File: config.mk
export PLATFORM = sky130hd
export DESIGN_NAME = and_bist_ctrl
export DESIGN_NICKNAME = d
export VERILOG_FILES = /design/src/rtl/and_bist_ctrl_pkg.sv /design/src/rtl/and_bist_vecgen.sv /design/src/rtl/and_bist_ctrl.sv
export SDC_FILE = /design/constraint.sdc
export NUM_CORES = 1
export LEC_CHECK = 0
export CELL_PAD_IN_SITES_DETAIL_PLACEMENT = 2
export CELL_PAD_IN_SITES_GLOBAL_PLACEMENT = 2
export CORE_MARGIN = 4
export CORE_UTILIZATION = 32
export CTS_CLUSTER_SIZE = 16
export DETAILED_ROUTE_END_ITERATION = 10
export PLACE_DENSITY = 0.83
export SETUP_SLACK_MARGIN = 0.2
export SYNTH_ARGS = -nofsm -noshare
export SYNTH_HDL_FRONTEND = slang
export SYNTH_SLANG_ARGS = --single-unit
File: constraint.sdc
create_clock -name clk -period 2.4 [get_ports clk]
set_input_delay 0.36 -clock clk [delete_from_list [all_inputs] [get_ports clk]]
set_output_delay 0.36 -clock clk [all_outputs]
set_load 0.02 [all_outputs]
File: src/rtl/and_bist_ctrl_pkg.sv
// Shared definitions for the AND-gate BIST sequencer: state encoding and
// default parameter values.
package and_bist_ctrl_pkg;

  typedef enum logic [2:0] {
    IDLE  = 3'd0,
    APPLY = 3'd1,
    WAIT  = 3'd2,
    CHECK = 3'd3,
    DONE  = 3'd4
  } state_t;

  localparam int DEF_W      = 1;
  localparam int DEF_SETTLE = 1;
  localparam int DEF_ERR_W  = 8;

endpackage

File: src/rtl/and_bist_vecgen.sv
// Exhaustive operand generator: a 2W-bit vector counter whose upper half is
// operand a and lower half is operand b.
module and_bist_vecgen
  import and_bist_ctrl_pkg::*;
#(
  parameter int W = DEF_W
) (
  input  logic           clk,
  input  logic           rst_n,
  input  logic           clr,
  input  logic           inc,
  output logic [2*W-1:0] vec,
  output logic [W-1:0]   a,
  output logic [W-1:0]   b,
  output logic           last
);

  localparam int VW = 2 * W;

  always_ff @(posedge clk or negedge rst_n) begin
    if (!rst_n) begin
      vec <= '0;
    end else if (clr) begin
      vec <= '0;
    end else if (inc) begin
      vec <= vec + VW'(1);
    end
  end

  assign a    = vec[2*W-1:W];
  assign b    = vec[W-1:0];
  assign last = &vec;

endmodule

File: src/rtl/and_bist_ctrl.sv
// BIST sequencer for one AND unit: sweeps all operand pairs, counts mismatches.
// Optional macro AND_BIST_STOP_ON_FAIL_EN ends the run at the first mismatch.
module and_bist_ctrl
  import and_bist_ctrl_pkg::*;
#(
  parameter int W      = DEF_W,
  parameter int SETTLE = DEF_SETTLE,
  parameter int ERR_W  = DEF_ERR_W
) (
  input  logic             clk,
  input  logic             rst_n,
  input  logic             start,
  input  logic [W-1:0]     c_i,
  output logic [W-1:0]     a_o,
  output logic [W-1:0]     b_o,
  output logic             busy,
  output logic             done,
  output logic             pass,
  output logic [ERR_W-1:0] err_cnt,
  output logic [2*W-1:0]   first_fail_vec
);

  localparam int SW = (SETTLE > 1) ? $clog2(SETTLE) : 1;

  state_t           state;
  logic [SW-1:0]    settle_cnt;
  logic [2*W-1:0]   vec;
  logic             vec_last;
  logic             vec_clr;
  logic             vec_inc;
  logic             mismatch;
  logic             stop;
  logic [ERR_W-1:0] err_upd;

  and_bist_vecgen #(.W(W)) u_vecgen (
    .clk  (clk),
    .rst_n(rst_n),
    .clr  (vec_clr),
    .inc  (vec_inc),
    .vec  (vec),
    .a    (a_o),
    .b    (b_o),
    .last (vec_last)
  );

  always_comb begin
    mismatch = (c_i != (a_o & b_o));
    err_upd  = err_cnt;
    if (mismatch && (err_cnt != '1)) begin
      err_upd = err_cnt + ERR_W'(1);
    end
`ifdef AND_BIST_STOP_ON_FAIL_EN
    stop = vec_last || mismatch;
`else
    stop = vec_last;
`endif
    // Clearing on the way into DONE parks the operands at zero for IDLE.
    vec_clr = ((state == IDLE) && start) || ((state == CHECK) && stop);
    vec_inc = (state == CHECK) && !stop;
  end

  always_ff @(posedge clk or negedge rst_n) begin
    if (!rst_n) begin
      state          <= IDLE;
      settle_cnt     <= '0;
      busy           <= 1'b0;
      done           <= 1'b0;
      pass           <= 1'b0;
      err_cnt        <= '0;
      first_fail_vec <= '0;
    end else begin
      done <= 1'b0;
      case (state)
        IDLE: begin
          if (start) begin
            err_cnt        <= '0;
            first_fail_vec <= '0;
            pass           <= 1'b0;
            busy           <= 1'b1;
            state          <= APPLY;
          end
        end
        APPLY: begin
          settle_cnt <= '0;
          state      <= (SETTLE > 0) ? WAIT : CHECK;
        end
        WAIT: begin
          if (settle_cnt == SW'(SETTLE - 1)) begin
            state <= CHECK;
          end else begin
            settle_cnt <= settle_cnt + SW'(1);
          end
        end
        CHECK: begin
          err_cnt <= err_upd;
          // err_cnt saturates rather than wraps, so zero means no failure yet.
          if (mismatch && (err_cnt == '0)) begin
            first_fail_vec <= vec;
          end
          if (stop) begin
            state <= DONE;
            done  <= 1'b1;
            busy  <= 1'b0;
            pass  <= (err_upd == '0);
          end else begin
            state <= APPLY;
          end
        end
        DONE: begin
          state <= IDLE;
        end
        default: begin
          state <= IDLE;
        end
      endcase
    end
  end

endmodule

# Yosys cells after proc, flatten, opt, wreduce, memory -nomap -nowiden
# Cells that the tools add are included.
[totals]
register_bits = 19
latch_bits = 0
mem_bits_rw = 0
romBits = 0
inputBits = 4
output_inout_bits = 15
word_cells = 61
memories = 0
[classes]
n_addsub = 3
multipliers = 0
div = 0
magnitude_cmp = 0
n_eq_ne = 9
n_shift = 0
muxes = 22
bitwise_logic = 1
n_reduce_logical = 18
[ops]
columns = ["op", "count"]
rows = [
  ["$logic_not A8 Y1", 2],
  ["$mux W8", 2],
  ["$pmux W8 S2", 1],
  ["$pmux W3 S4", 1],
  ["$mux W3", 3],
  ["$add A8 B1 Y8 const B", 1],
  ["$mux W2", 4],
  ["$ne A8 B8 Y1 const B", 1],
  ["$mux W1", 7],
  ["$eq A3 B2 Y1 const B", 2],
  ["$ne A2 B2 Y1 const B", 3],
  ["$pmux W1 S2", 3],
  ["$reduce_and A2 Y1", 3],
  ["$reduce_and A3 Y1", 2],
  ["$reduce_bool A2 Y1", 3],
  ["$logic_and A1 B1 Y1", 5],
  ["$pmux W2 S2", 1],
  ["$eq A3 B1 Y1 const B", 1],
  ["$logic_not A3 Y1", 1],
  ["$add A2 B1 Y2 const B", 1],
  ["$ne A2 B1 Y1 const B", 1],
  ["$add A1 B1 Y1 const B", 1],
  ["$and A1 B1 Y1", 1],
  ["$logic_not A1 Y1", 1],
  ["other kinds (2)", 2],
]

# Logic depth before layout (Yosys ltp)
[depth]
word_depth = 7
ltp_mapped = 6
ltp_nobuf = 6

# By module
# Synthesis repeated with hierarchy kept, for this count alone.
[hier_totals]
hier_cells = 126
area_unflattened_um2 = 1159.9
[modules_own_cells]
columns = ["module", "instances", "cells_each", "area_each_um2", "seq_area_each_um2"]
rows = [
  ["and_bist_ctrl", 1, 117, 1056.0, 400.4],
  ["and_bist_vecgen", 1, 9, 103.8, 50.0],
]

# Worst setup path after synthesis
# Ideal clock, no wire load.
[synth_timing]
path_kind = "register to register"
start = "reg u_vecgen.vec[1]"
end = "reg pass"
setup_time_ns = 0.104
t_arrival_ns = 1.780
t_required_ns = 2.296
setup_slack_ns = 0.516
stages_incl_launch_ff = 7
path_buffers = 1
period_less_slack_ns = 1.884
cell_sequence = "dfrtp_1 > ha_1 > buf_4 > xor2_1 > a2111oi_0 > a41oi_1 > o41ai_2"
[synth_via]
elab_chain_cells = 7
elab_cells_between_ends = 10
cone_classes = "eq/ne (2); mux (3); bitwise (1); reduce/logical (4)"
[synth_lines]
columns = ["item", "line", "text"]
rows = [
  ["from (decl)", "and_bist_vecgen.sv:12", "output logic [2*W-1:0] vec,"],
  ["from (signal assigned)", "and_bist_vecgen.sv:26", "vec <= vec + VW'(1);"],
  ["$and A1 B1 Y1", "and_bist_ctrl.sv:47", "mismatch = (c_i != (a_o & b_o));"],
  ["$ne A1 B1 Y1", "and_bist_ctrl.sv:47", ""],
  ["$logic_and A1 B1 Y1", "and_bist_ctrl.sv:49", "if (mismatch && (err_cnt != '1)) begin"],
  ["$mux W8", "and_bist_ctrl.sv:49", ""],
  ["$logic_not A8 Y1", "and_bist_ctrl.sv:104", "pass <= (err_upd == '0);"],
  ["$mux W1", "and_bist_ctrl.sv:100", "if (stop) begin"],
  ["$pmux W1 S2", "and_bist_ctrl.sv:73", "case (state)"],
  ["to (signal assigned)", "and_bist_ctrl.sv:104", ""],
  ["to (decl)", "and_bist_ctrl.sv:18", "output logic pass,"],
]
# Parallel ways exist; a longest one is shown, timed or not. The select of a mux whose other input is x is not followed.
# A chain may end at the register's enable or synchronous reset.

# Final worst setup path
[layout_timing]
start = "reg u_vecgen.vec[0]"
end = "reg pass"
# Same word-level chain as after synthesis.

==> results.py <==
metrics = {
    "timing": {
        "clock.fmax_mhz": 492,
        "rsz0062_at_grt": "false",
        "drv_slew": 0,
        "setup_tns_ps": 0,
        "period_minus_slack_ps": 2030,
        "finalClockSkew_ps": 7.32,
        "setup_viol": 0,
        "max-slew-margin-rel": 0.660,
        "hold_viol": 0,
        "worst_pin_slew_ps": 507,
        "fin_crit_sh": 0.847,
    },
    "routing": {
        "vias_per_cell": 5.74,
        "route.vias.total": 1080,
        "drt_iter0_drc": 50,
        "routed_wl_um": 3380,
        "drtAntennaViolNets": 0,
        "avgRoutedWirePerCell_um": 18.0,
        "drc": 0,
        "dr.pass1.iters": 4,
    },
    "clocking": {
        "numCtsBuffers": 3,
        "cts_resized": 0,
        "postCtsHoldBufs": 0,
        "clk_pin_slew_ps": 80,
        "clock-sinks": 18,
        "cts_tree": "yes",
        "htreeDepth": 1,
        "cts-root-buf": "clkbuf_8",
        "cts_setup_buffers": 0,
        "clk_latency_ps": 260,
        "cts.path.max_buffers": 2,
    },
    "run": {
        "cap_viol_max_count": 0,
    },
    "yosys": {
        "synth_commonest_cells": "dfrtp_1, o21ai_0, inv_1, a21oi_1, nor2_1",
        "yosysTopAreaCell": "dfrtp_1",
        "yosysUniqueCellTypes": 46,
        "netlist_top_cells_area": "dfrtp_1, o21ai_0, a21oi_1",
        "synth_cells": 129,
        "syn_nets": 136,
        "synth_area_um2": 1200,
        "synth_flop_cell": "dfrtp_1",
        "synth_edf_count": 0,
        "yosysMostFrequentCell": "dfrtp_1",
        "synth_top_area_share": 0.375,
        "yosys_warnings": 0,
        "synth_seq_cells": 18,
        "yosysSeqAreaShare": 0.375,
        "async_reset_ff_frac": 1.00,
        "synth_area_per_cell_um2": 9.30,
    },
    "placement": {
        "placed_cell_area_um2": 1390,
        "routabilityCongestion": 0.781,
        "hpwl_um": 2500,
        "portBuffers": 18,
    },
    "final_layout": {
        "fin_area_um2": 1450,
        "syn_to_final_growth_pct": 20.5,
        "fill_cells": 390,
        "drive_gt1_frac": 0.120,
        "nets": 150,
        "insertedDiodeCount": 0,
    },
    "setup_path": {
        "arrival_ps": 2190,
        "critPathRequiredTime_ps": 2550,
        "critPathMaxFanout": 8,
        "cp-start-kind": "flop",
        "path_class": "reg -> reg",
        "endpoint_kind": "flop",
    },
    "global_route": {
        "grt_pass1_vias": 1135,
        "grt-ovfl-total": 0,
        "grt_use_total": 0.146,
        "grt_pass1_wl_um": 5840,
        "grt_max_degree": 19,
        "antenna_found_initial": 0,
    },
    "floorplan": {
        "dieWidth_um": 69.2,
        "ioPinCount": 19,
        "start_util": 0.346,
        "fp-row-count": 21,
        "die_h_um": 69.2,
        "dieArea_um2": 4790,
        "coreArea_um2": 3470,
    },
    "pwr": {
        "irDropWorstVdd_v": 0.000453,
        "p_leak_nw": 0.602,
        "p_per_area_nw_per_um2": 1080,
    },
    "hold_path": {
        "min_path_type": "in -> async",
    },
    "outcome": {
        "status": "complete, no violations",
    },
}
final timing paths:
| path | end | cells past startpoint | start | slack (ps) |
|---|---|---|---|---|
| setup / recovery | pass | 5 | u_vecgen.vec[0] | 370 |
| hold / removal | u_vecgen.vec[1] | 2 | rst_n | 430 |
| setup reg to reg | pass | 5 | u_vecgen.vec[0] | 370 |
| hold reg to reg | first_fail_vec[0] | 1 | first_fail_vec[0] | 510 |
| max in group asynchronous | done | 2 | rst_n | 1770 |
| min in group clk | first_fail_vec[0] | 1 | first_fail_vec[0] | 510 |
critical path, stage by stage, from the launching register on:
cell and delay, ps:
dfrtp_1 420, ha_2 330, xor2_1 330, and3_1 280
a41oi_1 180, o41ai_2 380
cell families after synthesis:
logic type	share of synthesized area
AO/OA/AOI/OAI	0.284
AND/OR/NAND/NOR	0.184
buffers and inverters	0.0813
flip-flops	0.375
XOR/XNOR	0.0282
adder cells (fa/ha/maj)	0.0313
multiplexers	0.0167
sequential cells by signal, indices dropped and copies added, names as in the netlist:
register,flops
pass,1
state,3
u_vecgen.vec,2
first_fail_vec,2
err_cnt,8
busy,1
done,1
report_power, final:
part	total (W)	internal, W	leakage, nW	switching, W
registers	0.000518	0.000387	0.235	0.000131
logic	0.000783	0.000349	0.339	0.000433
clock network	0.000258	0.000146	0.0288	0.000112
through the flow:
stage / instances / util / hold WS [ps] / total power, W / setup slack, ps
after detailed placement: 184 / 0.400 / 497 / 0.00130 / 243
after floorplan: 129 / - / 64.4 / 0.00103 / 516
after global routing: 188 / 0.417 / 487 / 0.00168 / 226
after CTS: 188 / 0.416 / 447 / 0.00157 / 263
after global placement: 184 / 0.400 / 470 / 0.00125 / 351
final: 188 / 0.417 / 431 / 0.00156 / 367
per-layer routing:
metal,routed length [µm],global-route usage,share of wire
met1,1540,0.194,0.46
met2,1690,0.246,0.50
met3,108,0.0217,0.032
met4,40,0.0390,0.012
met5,0,0,0
placed cells by master (no fill, tap or decap), drive strengths merged, types with 2 or more instances in the layout:
cell type / count
clkbuf: 4
a22o: 3
nor2: 8
dfrtp: 18
ha: 3
xnor2: 2
nand2: 5
and3: 3
nor3: 2
a21oi: 9
o31ai: 2
nand3: 7
mux2i: 2
buf: 2
a41oi: 3
a21o: 3
a31oi: 6
nand3b: 2
a2111oi: 2
and2: 2
clkdlybuf4s50: 18
o21ai: 11
inv: 9
area by class of cell:
type / count / area (µm²) / share of cell area
Multi-Input combinational cell: 91 / 654 / 0.452
Tap cell: 46 / 57.6 / 0.0398
Inverter: 9 / 33.8 / 0.0234
Timing Repair Buffer: 20 / 195 / 0.135
Sequential cell: 18 / 450 / 0.311
Clock buffer: 4 / 55.1 / 0.0381
Note: power is estimated with default switching activity, not from simulation.
